==> src/rtl/nn_inference_sequencer.sv <==
`timescale 1ns/1ps
// Digit-classifier controller: captures a 784-byte image, then runs both FC layers neuron by neuron and argmaxes layer 1.
// Latency: N_HID*(N_IN+MAC_LAT+3) + N_OUT*(N_HID+MAC_LAT+3) cycles from request; each neuron stalls in DRAIN until acc_valid.
// Optional NN_RELOAD_EN: dropping read_request in DONE re-arms image capture without a reset.
module nn_inference_sequencer #(
    parameter int N_IN     = 784,
    parameter int N_HID    = 32,
    parameter int N_OUT    = 10,
    parameter int ACC_W    = 24,
    parameter int MAC_LAT  = 3,
    parameter int W_ADDR_W = 15
) (
    input  logic                    clk,
    input  logic                    reset,
    input  logic                    rx_byte_valid,
    input  logic                    read_request,
    input  logic signed [ACC_W-1:0] acc_in,
    input  logic                    acc_valid,
    output logic                    img_we,
    output logic [9:0]              img_waddr,
    output logic                    image_written,
    output logic                    read_enable,
    output logic                    mac_clr,
    output logic                    mac_en,
    output logic [9:0]              in_addr,
    output logic                    layer_sel,
    output logic [W_ADDR_W-1:0]     w_addr,
    output logic                    act_we,
    output logic [5:0]              neuron_idx,
    output logic                    NN_done,
    output logic [3:0]              digit_out
);

    if (N_OUT > 16 || N_IN > 1024 || MAC_LAT < 1 ||
        W_ADDR_W < $clog2(N_IN*N_HID + N_HID*N_OUT)) begin : g_bad_cfg
        $error("nn_inference_sequencer: unsupported parameter set");
    end

    typedef enum logic [2:0] {
        S_LOAD, S_WAIT_REQ, S_CLR, S_MAC, S_DRAIN, S_WB, S_NEXT, S_DONE
    } state_t;

    localparam logic [9:0] IMG_LAST = 10'(N_IN - 1);
    localparam logic [9:0] L1_FIN_LAST = 10'(N_HID - 1);
    localparam logic [5:0] L0_N_LAST = 6'(N_HID - 1);
    localparam logic [5:0] L1_N_LAST = 6'(N_OUT - 1);

    state_t                    r_state;
    logic [9:0]                r_cnt;
    logic [W_ADDR_W-1:0]       r_w_cnt;
    logic signed [ACC_W-1:0]   r_acc;
    logic signed [ACC_W-1:0]   r_best;
    logic [3:0]                r_digit;

    logic [9:0] w_fin_last;
    logic [5:0] w_n_last;

    assign w_fin_last = layer_sel ? L1_FIN_LAST : IMG_LAST;
    assign w_n_last   = layer_sel ? L1_N_LAST : L0_N_LAST;

    always_ff @(posedge clk or negedge reset) begin
        if (!reset) begin
            r_state       <= S_LOAD;
            r_cnt         <= '0;
            r_w_cnt       <= '0;
            r_acc         <= '0;
            r_best        <= '0;
            r_digit       <= '0;
            img_we        <= 1'b0;
            img_waddr     <= '0;
            image_written <= 1'b0;
            read_enable   <= 1'b0;
            mac_clr       <= 1'b0;
            mac_en        <= 1'b0;
            in_addr       <= '0;
            layer_sel     <= 1'b0;
            w_addr        <= '0;
            act_we        <= 1'b0;
            neuron_idx    <= '0;
            NN_done       <= 1'b0;
            digit_out     <= '0;
        end else begin
            img_we  <= 1'b0;
            mac_clr <= 1'b0;
            act_we  <= 1'b0;
            case (r_state)
                S_LOAD: begin
                    if (rx_byte_valid) begin
                        img_we    <= 1'b1;
                        img_waddr <= r_cnt;
                        r_cnt     <= r_cnt + 10'd1;
                        if (r_cnt == IMG_LAST) begin
                            image_written <= 1'b1;
                            r_state       <= S_WAIT_REQ;
                        end
                    end
                end
                S_WAIT_REQ: begin
                    if (read_request) begin
                        mac_clr     <= 1'b1;
                        read_enable <= 1'b1;
                        layer_sel   <= 1'b0;
                        neuron_idx  <= '0;
                        in_addr     <= '0;
                        w_addr      <= '0;
                        r_w_cnt     <= '0;
                        r_state     <= S_CLR;
                    end
                end
                S_CLR: begin
                    // Weight address is continuous across neurons and layers
                    mac_en  <= 1'b1;
                    in_addr <= '0;
                    w_addr  <= r_w_cnt;
                    r_w_cnt <= r_w_cnt + W_ADDR_W'(1);
                    r_state <= S_MAC;
                end
                S_MAC: begin
                    if (in_addr == w_fin_last) begin
                        mac_en  <= 1'b0;
                        r_state <= S_DRAIN;
                    end else begin
                        in_addr <= in_addr + 10'd1;
                        w_addr  <= r_w_cnt;
                        r_w_cnt <= r_w_cnt + W_ADDR_W'(1);
                    end
                end
                S_DRAIN: begin
                    if (acc_valid) begin
                        r_acc   <= acc_in;
                        act_we  <= !layer_sel;
                        r_state <= S_WB;
                    end
                end
                S_WB: begin
                    // Strict signed compare: ties keep the lower index
                    if (layer_sel && (neuron_idx == 6'd0 || r_acc > r_best)) begin
                        r_best  <= r_acc;
                        r_digit <= neuron_idx[3:0];
                    end
                    r_state <= S_NEXT;
                end
                S_NEXT: begin
                    if (neuron_idx == w_n_last) begin
                        if (!layer_sel) begin
                            layer_sel  <= 1'b1;
                            neuron_idx <= '0;
                            in_addr    <= '0;
                            mac_clr    <= 1'b1;
                            r_state    <= S_CLR;
                        end else begin
                            NN_done     <= 1'b1;
                            digit_out   <= r_digit;
                            read_enable <= 1'b0;
                            r_state     <= S_DONE;
                        end
                    end else begin
                        neuron_idx <= neuron_idx + 6'd1;
                        in_addr    <= '0;
                        mac_clr    <= 1'b1;
                        r_state    <= S_CLR;
                    end
                end
                S_DONE: begin
`ifdef NN_RELOAD_EN
                    if (!read_request) begin
                        NN_done       <= 1'b0;
                        image_written <= 1'b0;
                        r_cnt         <= '0;
                        r_state       <= S_LOAD;
                    end
`endif
                end
                default: r_state <= S_LOAD;
            endcase
        end
    end

endmodule

==> config.mk <==
export PLATFORM = sky130hd
export DESIGN_NAME = nn_inference_sequencer
export DESIGN_NICKNAME = d
export VERILOG_FILES = /design/src/rtl/nn_inference_sequencer.sv
export SDC_FILE = /design/constraint.sdc
export NUM_CORES = 1
export LEC_CHECK = 0
export CORE_ASPECT_RATIO = 0.9
export CORE_MARGIN = 4
export CORE_UTILIZATION = 55
export DETAILED_ROUTE_END_ITERATION = 8
export PLACE_DENSITY = 0.8
export SETUP_SLACK_MARGIN = 0.2
export SYNTH_ARGS = -nofsm -noshare
export SYNTH_HDL_FRONTEND = slang
export SYNTH_SLANG_ARGS = --single-unit
==> constraint.sdc <==
create_clock -name clk -period 3.29 [get_ports clk]
set_input_delay 0.658 -clock clk [delete_from_list [all_inputs] [get_ports clk]]
set_output_delay 0.658 -clock clk [all_outputs]
set_load 0.05 [all_outputs]
==> run summary <==
VDD IR max: 0.388 mV
final core utilization: 71.4%
Placeable Area: 0.0109 mm^2
Crit path max-delay family: compound AO/OA/AOI/OAI gates
Avg Cell Area, Syn: 11.1 um^2
nets: 710
GRT Total Usage: 21.9%
adder-cell share of the synthesized area: 5.83%
post-synthesis xor/xnor area fraction: 3.38%
Fin Setup TNS: 0 ns
worst slew pin tran: 0.635 ns
Async SR Flop Fraction: 100%
grt peak-use layer: met2
Die X: 120 um
wire per inst: 16.1 um
critical path cell sequence: ha_1, nand4_1, nor4_1, o21ai_0, a21oi_2, buf_4, mux2_2
antenna violations before repair: 0
post-synthesis mux area share: 11.9%
Post-CTS Setup Repair Bufs: 0
router iterations before antenna repair: 5
status: finished clean
compound-gate portion of the synthesized area: 7.72%
post-DP HPWL: 9070 um
vias in the first global route: 4,648
later-pin clock latency in the skew report: 0.41 ns
Crit. End Element: register
clock buffer count from CTS: 17
initial core utilization: 56.9%
area delta synth->final: 25.5%
slowest CP cell: a21oi_2
f_max: 0.364 GHz
Hold Crit Class: in2async
crit share post-route: 83.6%
register bit total from synthesis: 133
WS Path Type: reg2reg
Die Y: 109 um
Netlist Area Pre-Place: 0.00622 mm^2
drt first-iter violations: 276
CTS sink count: 133
Clock Path Buffers: 2
max-cap viol count: 0
maximum fanout along the worst path: 12
Overflow after GRT: 0
Mapped Cells: 561
DRC Markers: 0
Req. time, crit path: 3.58 ns
cts hold-fix bufs: 0
Synth Area in Simple Gates: 14.4%
RR Startpoint: r_acc[19]$_DFFE_PN0P_
Total Power: 0.00407 W
post-place setup slack: 0.572 ns
post-cts resize count: 0
Antenna Cells: 0
Post-Syn Nets: 619
met1 usage: 28.8%
power density over the cells: 521 mW/mm^2
IO buf count: 81
WL final: 13,200 um
layout cells sized above 1: 16.7%
grt met2 use: 35.0%
clk_skew: 0.00670 ns
Main synth FF type: dfrtp_1
first-pass GRT wire length: 22,600 um
min cycle time layout: 2.75 ns
total number of vias: 4,514
unrepaired setup endpoints after global routing: no
pin count of the biggest net entering global routing: 58
Bufs and invs on worst path: 1
row cnt: 36
Critical Path Max Stage Delay: 0.44 ns
H-tree levels: 4
Post-synth EDFFs: 0
final hold vios: 0
design area: 0.00781 mm^2
Post-DP Area: 0.00723 mm^2
Worst setup startpoint: r_acc[19]$_DFFE_PN0P_
Vias/cell: 5.53
PnR worst setup slack: 0.539 ns
Critical Path AT: 3.04 ns
final setup violating endpoints: 0
Worst-path clk slew: 0.06 ns
die area: 0.0131 mm^2
post-route ant nets: 0
RePlAce Congestion: 0.820
leak pwr: 3.77 nW
yosys warns: 0
Seq/Total Area, Yosys: 53.5%
met3 usage in global routing: 6.64%
crit path launch type: register
Slew Limit Fails: 0
CTS root buf: clkbuf_16
TritonCTS clock tree: built
Max-Slew Margin vs Limit: 57.7%
synth unique cells: 52
main combinational cell family by area after synthesis: simple AND/OR/NAND/NOR gates
Boundary Pins: 82
==> sequential cells by signal, summed over array words and instances, names as in the netlist <==
register,count
r_acc,24
r_best,24
r_w_cnt,15
w_addr,15
img_waddr,10
in_addr,10
r_cnt,10
neuron_idx,6
digit_out,4
r_digit,4
r_state,3
NN_done,1
act_we,1
image_written,1
img_we,1
layer_sel,1
mac_clr,1
mac_en,1
read_enable,1
==> cells by family after synthesis <==
group	count (synthesis)
XOR/XNOR	24
multiplexers	66
AND/OR/NAND/NOR	183
buffers and inverters	51
AO/OA/AOI/OAI	75
adder cells (fa/ha/maj)	29
flip-flops	133
==> synth_stat cells, types with 3 or more instances <==
cell / number / share of area [%]
a21oi_1: 30 / 2.4
a31oi_1: 7 / 0.70
and2_1: 4 / 0.40
and3_1: 13 / 1.3
buf_1: 3 / 0.18
buf_2: 9 / 0.72
clkbuf_1: 5 / 0.30
dfrtp_1: 133 / 53
ha_1: 29 / 5.8
inv_1: 32 / 1.9
mux2_2: 64 / 12
nand2_1: 63 / 3.8
nand3_1: 26 / 2.1
nand4_1: 17 / 1.7
nor2_1: 34 / 2.1
nor2b_1: 3 / 0.30
nor3_1: 5 / 0.40
nor4_1: 4 / 0.40
o21a_1: 5 / 0.60
o21ai_0: 14 / 1.1
xnor2_1: 7 / 0.99
xor2_1: 17 / 2.4
==> area by class of cell <==
class	instances	area (um^2)
Clock buffer	29	551
Clock inverter	2	35.0
Fill cell	782	3130
Inverter	32	120
Multi-Input combinational cell	377	2690
Sequential cell	133	3330
Tap cell	152	190
Timing Repair Buffer	91	896
==> cells in the final DEF (no fill, tap or decap), types with 14 or more instances in the layout <==
cell type        count
nor2_1              34
nand4_1             17
clkbuf_16           17
nand3_1             26
inv_1               32
a21oi_1             30
dfrtp_1            133
ha_1                29
o21ai_0             14
mux2_2              64
nand2_1             63
clkdlybuf4s50_1     80
xor2_1              17
==> path summary, 6_finish.rpt <==
check / to / cells past startpoint / slack (ns)
worst min register to register: w_addr[1]$_DFFE_PN0P_ / 2 / 0.47
max in group asynchronous: neuron_idx[5]$_DFFE_PN0P_ / 2 / 2.18
worst min-delay path: r_best[16]$_DFFE_PN0P_ / 1 / 0.26
worst max-delay path: r_best[2]$_DFFE_PN0P_ / 7 / 0.54
worst max register to register: r_best[2]$_DFFE_PN0P_ / 7 / 0.54
min in group clk: w_addr[1]$_DFFE_PN0P_ / 2 / 0.47
==> per-layer routing <==
layer,vias to the layer above,share of wire [%]
met5,-,0
met4,0,1.7
met3,17,4.9
met2,101,48
met1,2248,45
li1,2148,-
==> through the flow <==
stage / hold WS [ns] / std cells
3_5_place_dp: 0.459 / 785
5_1_grt: 0.303 / 816
3_3_place_gp: 0.453 / 785
2_1_floorplan: 0.362 / 561
4_1_cts: 0.283 / 816
6_report: 0.262 / 816
==> power by group <==
part / internal (W) / switching, W
registers: 0.00172 / 0.0000810
clock network: 0.00120 / 0.000646
logic: 0.000177 / 0.000251
(Power assumes the default switching activity.)
